===== src/rtl/key_pkg.sv =====
// Shared scancode constants, FSM state type and lane lookup for the PS/2 key
// path; the key-state register decodes lanes with the same lane_of().
package key_pkg;

    typedef enum logic [1:0] {
        IDLE,
        BRK,
        EXT,
        EXT_BRK
    } state_t;

    localparam logic [7:0] SC_BREAK  = 8'hF0;
    localparam logic [7:0] SC_EXT    = 8'hE0;
    localparam logic [7:0] SC_BAT    = 8'hAA;
    localparam logic [7:0] SC_ACK    = 8'hFA;
    localparam logic [7:0] SC_ECHO   = 8'hEE;
    localparam logic [7:0] SC_RESEND = 8'hFE;

    localparam logic [7:0] LANE_A    = 8'h1C;
    localparam logic [7:0] LANE_S    = 8'h1B;
    localparam logic [7:0] LANE_D    = 8'h23;
    localparam logic [7:0] LANE_F    = 8'h2B;
    localparam logic [7:0] LANE_J    = 8'h3B;
    localparam logic [7:0] LANE_K    = 8'h42;
    localparam logic [7:0] LANE_L    = 8'h4B;
    localparam logic [7:0] LANE_SEMI = 8'h4C;

    typedef struct packed {
        logic       hit;
        logic [2:0] idx;
    } lane_t;

    // idx is the held[] bit: A is the MSB, ';' the LSB.
    function automatic lane_t lane_of(input logic [7:0] code);
        lane_t r;
        r.hit = 1'b1;
        r.idx = 3'd0;
        case (code)
            LANE_A:    r.idx = 3'd7;
            LANE_S:    r.idx = 3'd6;
            LANE_D:    r.idx = 3'd5;
            LANE_F:    r.idx = 3'd4;
            LANE_J:    r.idx = 3'd3;
            LANE_K:    r.idx = 3'd2;
            LANE_L:    r.idx = 3'd1;
            LANE_SEMI: r.idx = 3'd0;
            default:   r.hit = 1'b0;
        endcase
        return r;
    endfunction

endpackage


===== src/rtl/ps2_watchdog.sv =====
// Mid-sequence idle watchdog: counts cycles while enabled and flags expiry
// once TIMEOUT_CYCLES-1 idle cycles have accumulated.
module ps2_watchdog #(
    parameter int TIMEOUT_CYCLES = 2_500_000
) (
    input  logic clk,
    input  logic reset,
    input  logic clear,
    input  logic enable,
    output logic expire
);

    localparam int CW = (TIMEOUT_CYCLES > 1) ? $clog2(TIMEOUT_CYCLES) : 1;
    localparam logic [CW-1:0] LAST = CW'(TIMEOUT_CYCLES - 1);

    logic [CW-1:0] count;

    // NOTE: sequential state uses non-blocking assignments so every register
    // samples pre-edge values regardless of block ordering.
    always_ff @(posedge clk) begin
        if (reset || clear) begin
            count <= '0;
        end else if (enable && count != LAST) begin
            count <= count + 1'b1;
        end
    end

    assign expire = enable && (count == LAST);

endmodule


===== src/rtl/key_event_sequencer.sv =====
// PS/2 byte-stream parser: turns make/break/extended sequences into one-cycle
// lane load events and keeps a shadow copy of the held lanes.
module key_event_sequencer
    import key_pkg::*;
#(
    parameter int TIMEOUT_CYCLES = 2_500_000
) (
    input  logic       Clk,
    input  logic       Reset,
    input  logic [7:0] ps2_byte,
    input  logic       ps2_valid,
    output logic [7:0] key_code,
    output logic       key_press,
    output logic       key_strobe,
    output logic [7:0] held,
    output logic       err_timeout
);

    state_t state, state_next;
    lane_t  lane;
    logic   expire;
    logic   ev_strobe, ev_press, ev_err;

    assign lane = lane_of(ps2_byte);

    ps2_watchdog #(.TIMEOUT_CYCLES(TIMEOUT_CYCLES)) u_watchdog (
        .clk    (Clk),
        .reset  (Reset),
        .clear  (ps2_valid || state == IDLE),
        .enable (state != IDLE),
        .expire (expire)
    );

    always_ff @(posedge Clk) begin
        if (Reset) state <= IDLE;
        else       state <= state_next;
    end

    // NOTE: every combinational output gets a default first, so no path
    // through the case statements can infer a latch.
    always_comb begin
        state_next = state;
        if (ps2_valid) begin
            case (state)
                IDLE: begin
                    if (ps2_byte == SC_BREAK)    state_next = BRK;
                    else if (ps2_byte == SC_EXT) state_next = EXT;
                end
                EXT:     state_next = (ps2_byte == SC_BREAK) ? EXT_BRK : IDLE;
                default: state_next = IDLE;
            endcase
        end else if (expire) begin
            state_next = IDLE;
        end
    end

    // A byte arriving on the expiry cycle takes priority over the abort.
    always_comb begin
        ev_strobe = 1'b0;
        ev_press  = 1'b0;
        ev_err    = 1'b0;
        if (ps2_valid) begin
            case (state)
                IDLE: begin
                    case (ps2_byte)
                        SC_BAT, SC_ACK, SC_ECHO, SC_RESEND: ;
                        default: begin
                            if (lane.hit && !held[lane.idx]) begin
                                ev_strobe = 1'b1;
                                ev_press  = 1'b1;
                            end
                        end
                    endcase
                end
                BRK:     ev_strobe = lane.hit;
                default: ;
            endcase
        end else begin
            ev_err = expire;
        end
    end

    always_ff @(posedge Clk) begin
        if (Reset) begin
            key_code    <= 8'h00;
            key_press   <= 1'b0;
            key_strobe  <= 1'b0;
            held        <= 8'h00;
            err_timeout <= 1'b0;
        end else begin
            key_strobe  <= ev_strobe;
            key_code    <= ev_strobe ? ps2_byte : 8'h00;
            key_press   <= ev_press;
            err_timeout <= ev_err;
            if (ev_strobe) held[lane.idx] <= ev_press;
        end
    end

endmodule


===== config.mk =====
export PLATFORM = sky130hd
export DESIGN_NAME = key_event_sequencer
export DESIGN_NICKNAME = d
export VERILOG_FILES = /design/src/rtl/key_pkg.sv /design/src/rtl/ps2_watchdog.sv /design/src/rtl/key_event_sequencer.sv
export SDC_FILE = /design/constraint.sdc
export NUM_CORES = 1
export LEC_CHECK = 0
export CELL_PAD_IN_SITES_DETAIL_PLACEMENT = 1
export CELL_PAD_IN_SITES_GLOBAL_PLACEMENT = 2
export CORE_MARGIN = 2
export CORE_UTILIZATION = 35
export DETAILED_ROUTE_END_ITERATION = 8
export PLACE_DENSITY = 0.89
export SYNTH_ARGS = -nofsm -noshare
export SYNTH_HDL_FRONTEND = slang
export SYNTH_SLANG_ARGS = --single-unit

===== constraint.sdc =====
create_clock -name Clk -period 8.3 [get_ports Clk]
set_clock_uncertainty 0.2 [all_clocks]
set_input_delay 1.66 -clock Clk [delete_from_list [all_inputs] [get_ports Clk]]
set_output_delay 1.66 -clock Clk [all_outputs]
set_load 0.05 [all_outputs]

==> results of run 1 <==
==> flip-flops by register name, indices dropped and copies added, names as in the netlist <==
signal and cells:
err_timeout 1, held 8, key_code 8, key_press 1, key_strobe 1, state 2, u_watchdog.count 22
==> tightest hold or removal path, delay by kind of cell, from the launching register on <==
family        cells  cell delay, ns
flops             1            0.33
simple gates      2            0.10
==> per-stage QoR <==
stage	instance area (um^2)	power [mW]	instances	hold slack, ns	setup WS (ns)
floorplan	2110	0.226	232	0.233	4.48
global placement	2450	0.236	327	0.261	3.76
detailed placement	2450	0.236	327	0.266	3.69
CTS	2530	0.367	335	0.276	4.01
global route	2530	0.378	335	0.310	3.86
finish	2530	0.362	335	0.273	3.98
==> worst paths after layout <==
kind	to	slack (ns)	start
worst max register to register	u_watchdog.count[18]	5.79	u_watchdog.count[16]
worst max-delay path	held[0]	3.98	ps2_byte[0]
worst min-delay path	u_watchdog.count[21]	0.27	u_watchdog.count[21]
worst min register to register	u_watchdog.count[21]	0.27	u_watchdog.count[21]
==> power groups by stage <==
stage | clock network (mW) | registers [mW] | logic (mW)
final | 0.130 | 0.207 | 0.0244
after global routing | 0.145 | 0.207 | 0.0262
after CTS | 0.136 | 0.207 | 0.0244
after detailed placement | 0 | 0.212 | 0.0243
after global placement | 0 | 0.212 | 0.0241
after floorplan | 0 | 0.214 | 0.0120
==> layout make-up <==
class	instances	area, um^2
fill	708	3350
timing repair buffer	29	290
inverter	7	26.3
sequential	43	861
clock inverter	3	15.0
tap	75	93.8
clock buffer	5	68.8
multi-input combinational	173	1180
==> metal layers <==
layer | track usage [%] | up-vias | routed length [um]
met5 | 0 | - | 0
met4 | 5.83 | 0 | 79
met3 | 3.41 | 9 | 151
met2 | 28.5 | 26 | 2480
met1 | 20.2 | 870 | 2360
li1 | - | 892 | -
==> cell families after synthesis <==
group                      after synthesis  share of synthesized area, %
and+or+nand+nor                        110                          30.3
DFF                                     43                          40.9
AOI/OAI and AO/OA                       38                          14.9
xor gates and xnor gates                20                          8.31
buffers and inverters                   16                          3.21
muxes                                    3                          1.66
adders and majority gates                1                         0.594
other                                    1                         0.178
==> placed cells by master (no fill, tap or decap), types with 7 or more instances in the layout <==
cell type / synthesis / layout
dfxtp_1: 43 / 43
nand3_1: 16 / 16
nor3b_1: 8 / 8
xor2_1: 16 / 16
nor2_1: 32 / 32
clkdlybuf4s50_1: 0 / 29
a21oi_1: 7 / 7
nand2_1: 13 / 13
inv_1: 7 / 7
o21ai_1: 7 / 7
==> impl_metrics.csv, run 1 <==
group,metric,value,unit
logic_synthesis,ys_top_cells_by_count,"43 x dfxtp_1, 32 x nor2_1, 16 x nand3_1, 16 x xor2_1, 13 x nand2_1",
clock_tree,cts_setup_buffers,0,
place,hpwl,3780,um
power,pwr-share-clk,36.1,%
power,p_sw,88.1,uW
logic_synthesis,synthesis.area,2110,um^2
logic_synthesis,synth.avg_cell_area,9.08,um^2
sta,worst_slew_pin_slew,0.897,ns
logic_synthesis,synth-edff-count,0,
clock_tree,numCtsBuffers,5,
worst_setup_path,worstPathCellList,"clkdlybuf4s50_1, and3b_1, nand2_1, o311ai_4, mux2_4, or3_1, o41ai_2",
worst_setup_path,worstPathRequired,8.31,ns
global_routing,grt_pass1_vias,1793,
logic_synthesis,synth_top_area_share,40.9,%
clock_tree,htreeDepth,2,
logic_synthesis,synth_ff_type,"dfxtp_1",
die,dieArea,6660,um^2
worst_setup_path,rr_worst_depth,6,
sta,period_needed,4.32,ns
global_routing,grt_max_degree,24,
die,num_io_pins,30,
power,p_comb_share,6.7,%
cells_and_area,final_util,43.0,%
sta,tns,0,ns
sta,min_period_over_period,52.1,%
sta,grt_setup_unrepaired,"false",
worst_setup_path,worstSetupEndpointType,"flip-flop",
clock_tree,clk_latency,0.30,ns
power,seq_power_share,57.2,%
sta,hold_viol,0,
clock_tree,clock_sinks,43,
worst_setup_path,startpoint_type,"input port",
die,die_width,81.6,um
drt,drt-initial-drc-count,33,
logic_synthesis,synth-seq-cells,43,
clock_tree,cts_tree,"yes",
place,place.gp.congestion,0.885,
clock_tree,clk_path_buf_depth,2,
power,power.density,143,nW/um^2
drt,avgRoutedWirePerCell,15.1,um
min_path,hp-class,"flip-flop to flip-flop",
drt,drt-total-wl,5070,um
global_routing,grt_usage,16.5,%
worst_setup_path,cp_slowest_stage_delay,0.63,ns
global_routing,overflow,0,
worst_setup_path,arrival,4.33,ns
logic_synthesis,synth_top_area_cell,"dfxtp_1",
die,dieHeight,81.6,um
sta,fmaxAchievable,231,MHz
worst_setup_path,criticalPathCategory,"input port to flip-flop",
worst_setup_path,path_delay_family,"simple AND/OR/NAND/NOR gates",
logic_synthesis,ys_seq_area_share,40.9,%
power,switching_share,24.4,%
logic_synthesis,async_reset_ff_share,0,%
clock_tree,cts_resized,0,
drt,vias,1797,
worst_setup_path,crit_buf_inv,1,
cells_and_area,final_nets,271,
place,port_buffers,29,
drt,vias_per_cell,5.36,
cells_and_area,antenna_cells,0,
die,start_util,35.8,%
global_routing,antenna_found_initial,0,
drt,drc,0,
logic_synthesis,netlist_instances,232,
cells_and_area,syn2layout_area_growth,20.2,%
logic_synthesis,yosys-top-cells-area,"dfxtp_1 41%, xor2_1 6.7%, nor2_1 5.7%",
cells_and_area,drive_gt1_share,8.08,%
worst_setup_path,critPathMaxFanout,9,
power,internal_power,274,uW
logic_synthesis,syn_nets,244,
sta,finalSetupViolations,0,
power,ir_worst_vdd,0.0000679,V
clock_tree,clkSlewWorstSetupHoldPaths,0.08,ns
global_routing,grt_first_pass_wirelength,8450,um
drt,final_antenna_net_count,0,
die,rows,28,
logic_synthesis,yosysMostFrequentCell,"dfxtp_1",
flow_run,max_cap_violations,0,
clock_tree,cts-root-buf,"clkbuf_8",
sta,drv_slew,0,
sta,slew_headroom,40.1,%
power,p_leak,0.816,nW
worst_setup_path,cp.depth,7,
logic_synthesis,ys_types,54,
clock_tree,holdBufCountCts,0,
worst_setup_path,cp_slowest_cell,"clkdlybuf4s50_1",
drt,first_pass_iters,4,
run_status,outcome,"complete, no violations",
die,core,5890,um^2
logic_synthesis,yosysWarnings,0,
min_path,holdPathStages,2,
No activity file was read; power rests on OpenSTA's default activity.
==> inputs of run 2 (changes only) <==
--- a/config.mk
+++ b/config.mk
@@ -8,9 +8,9 @@
 export CELL_PAD_IN_SITES_DETAIL_PLACEMENT = 1
 export CELL_PAD_IN_SITES_GLOBAL_PLACEMENT = 2
 export CORE_MARGIN = 2
-export CORE_UTILIZATION = 35
+export CORE_UTILIZATION = 30
 export DETAILED_ROUTE_END_ITERATION = 8
-export PLACE_DENSITY = 0.89
+export PLACE_DENSITY = 0.81
 export SYNTH_ARGS = -nofsm -noshare
 export SYNTH_HDL_FRONTEND = slang
 export SYNTH_SLANG_ARGS = --single-unit
==> constraint.sdc (replaced) <==
create_clock -name Clk -period 3.89 [get_ports Clk]
set_clock_uncertainty 0.2 [all_clocks]
set_input_delay 0.778 -clock Clk [delete_from_list [all_inputs] [get_ports Clk]]
set_output_delay 0.778 -clock Clk [all_outputs]
set_load 0.05 [all_outputs]
==> run 2 against run 1 <==
Effect of this change:
- sequential power rose by 110%
- largest power group unchanged
- total power up 120%
- via count rose by 0.61%
- design area is 3.4% higher
- combinational power is 130% higher
- clock-buffer cell count is 1 higher
- flip-flop and latch count stayed put
==> impl_metrics.csv, run 2 (same netlist as run 1, synthesis figures left out) <==
group,metric,value,unit
run_status,outcome,"complete, no violations",
drt,final_antenna_net_count,0,
die,start_util,31.0,%
power,p_leak,0.848,nW
die,die_width,87.8,um
clock_tree,cts_setup_buffers,0,
sta,slew_headroom,36.5,%
worst_setup_path,criticalPathCategory,"input port to flip-flop",
cells_and_area,fill_cells,806,
global_routing,grt_usage,14.7,%
worst_setup_path,rr_worst_depth,6,
sta,tns,0,ns
clock_tree,clk_path_buf_depth,2,
clock_tree,cts-root-buf,"clkbuf_8",
clock_tree,clk_latency,0.30,ns
cells_and_area,syn2layout_area_growth,24.3,%
sta,period_needed,3.39,ns
worst_setup_path,r2r_slack,1.46,ns
sta,drv_slew,0,
die,rows,30,
place,place.gp.congestion,0.860,
clock_tree,cts_resized,0,
worst_setup_path,arrival,3.39,ns
power,power.density,305,nW/um^2
sta,finalSetupViolations,0,
cells_and_area,final_common_cell,"dfxtp_1",
sta,min_period_over_period,87.1,%
global_routing,antenna_found_initial,0,
worst_setup_path,critPathMaxFanout,9,
clock_tree,numCtsBuffers,5,
global_routing,grt_first_pass_wirelength,8780,um
worst_setup_path,worstPathRequired,3.90,ns
sta,worst_slew_pin_slew,0.951,ns
drt,drt-initial-drc-count,52,
place,hpwl,3910,um
sta,whs,0.282,ns
cells_and_area,final_cell_mix,"43 x dfxtp_1, 32 x nor2_1, 29 x clkdlybuf4s50_1, 16 x nand3_1, 16 x xor2_1",
die,core,6790,um^2
cells_and_area,antenna_cells,0,
flow_run,max_cap_violations,0,
min_path,hp-start,"u_watchdog.count[21]",
power,ir_worst_vdd,0.000147,V
clock_tree,clock_sinks,43,
drt,drc,0,
cells_and_area,reg_top3,"u_watchdog.count x22, held x8, key_code x8",
drt,drt-total-wl,5240,um
global_routing,grt_max_degree,23,
clock_tree,holdBufCountCts,0,
drt,avgRoutedWirePerCell,14.5,um
drt,vias_per_cell,4.99,
die,dieHeight,87.8,um
clock_tree,cts_tree,"yes",
global_routing,grt_pass1_vias,1786,
worst_setup_path,startpoint_type,"input port",
clock_tree,clkSlewWorstSetupHoldPaths,0.08,ns
min_path,hp-class,"flip-flop to flip-flop",
place,port_buffers,29,
worst_setup_path,worstSetupEndpointType,"flip-flop",
die,num_io_pins,30,
min_path,whs_endpoint,"u_watchdog.count[21]",
global_routing,overflow,0,
worst_setup_path,rr_startpoint,"u_watchdog.count[16]",
drt,first_pass_iters,4,
sta,fmaxAchievable,295,MHz
worst_setup_path,reg2reg_to,"u_watchdog.count[18]",
cells_and_area,largest_reg_flops,22,
sta,hold_viol,0,
cells_and_area,regMostFlops,"u_watchdog.count",
cells_and_area,drive_gt1_share,10.2,%
cells_and_area,final_nets,278,
die,dieArea,7710,um^2
sta,grt_setup_unrepaired,"false",
drt,vias,1808,
clock_tree,htreeDepth,2,
min_path,holdPathStages,2,
run 2: how the worst max path moves through the flow:
stage | from | to | slack, ns | depth (start not counted)
final | ps2_byte[1] | held[1] | 0.50 | 7
after global routing | ps2_byte[1] | held[1] | 0.34 | 7
after detailed placement | ps2_byte[1] | held[1] | 0.19 | 7
after global placement | ps2_byte[1] | held[1] | 0.24 | 7
after floorplan | ps2_byte[4] | held[0] | 0.95 | 8
after CTS | ps2_byte[1] | held[1] | 0.49 | 7
run 2: power breakdown:
group          internal [mW]  leakage, nW  total, mW  switching (mW)
Combinational         0.0230        0.454     0.0564          0.0334
Clock                  0.143       0.0477      0.302           0.159
Sequential             0.441        0.347      0.441        0.000477
run 2: area by class of cell:
cell class / instances / area, um^2 / share of cell area [%]
inverter: 7 / 26.3 / 1.00
sequential: 43 / 861 / 32.9
clock buffer: 6 / 82.6 / 3.15
tap: 96 / 120 / 4.58
multi-input combinational: 173 / 1180 / 45.0
timing repair buffer: 36 / 343 / 13.1
clock inverter: 1 / 8.76 / 0.334
run 2: stage by stage:
step / cells / utilization (%) / cell area [um^2] / power, mW / setup slack (ns)
2_1_floorplan: 232 / - / 2110 / 0.482 / 0.947
3_3_place_gp: 355 / 37.2 / 2530 / 0.508 / 0.239
3_5_place_dp: 355 / 37.2 / 2530 / 0.508 / 0.193
4_1_cts: 362 / 38.6 / 2620 / 0.812 / 0.492
5_1_grt: 362 / 38.6 / 2620 / 0.836 / 0.337
6_report: 362 / 38.6 / 2620 / 0.800 / 0.502
run 2: worst max-delay path, cell delays in order:
cell             delay [ns]
clkdlybuf4s50_1        0.62
and3b_1                0.30
nand2_1                0.13
o311ai_4               0.43
mux2_4                 0.34
or3_1                  0.48
o41ai_2                0.32
run 2: metal layers:
metal,routed length (um),GRT usage [%]
met3,178,3.58
met1,2590,19.9
met5,0,0
met4,66,4.62
met2,2400,23.1
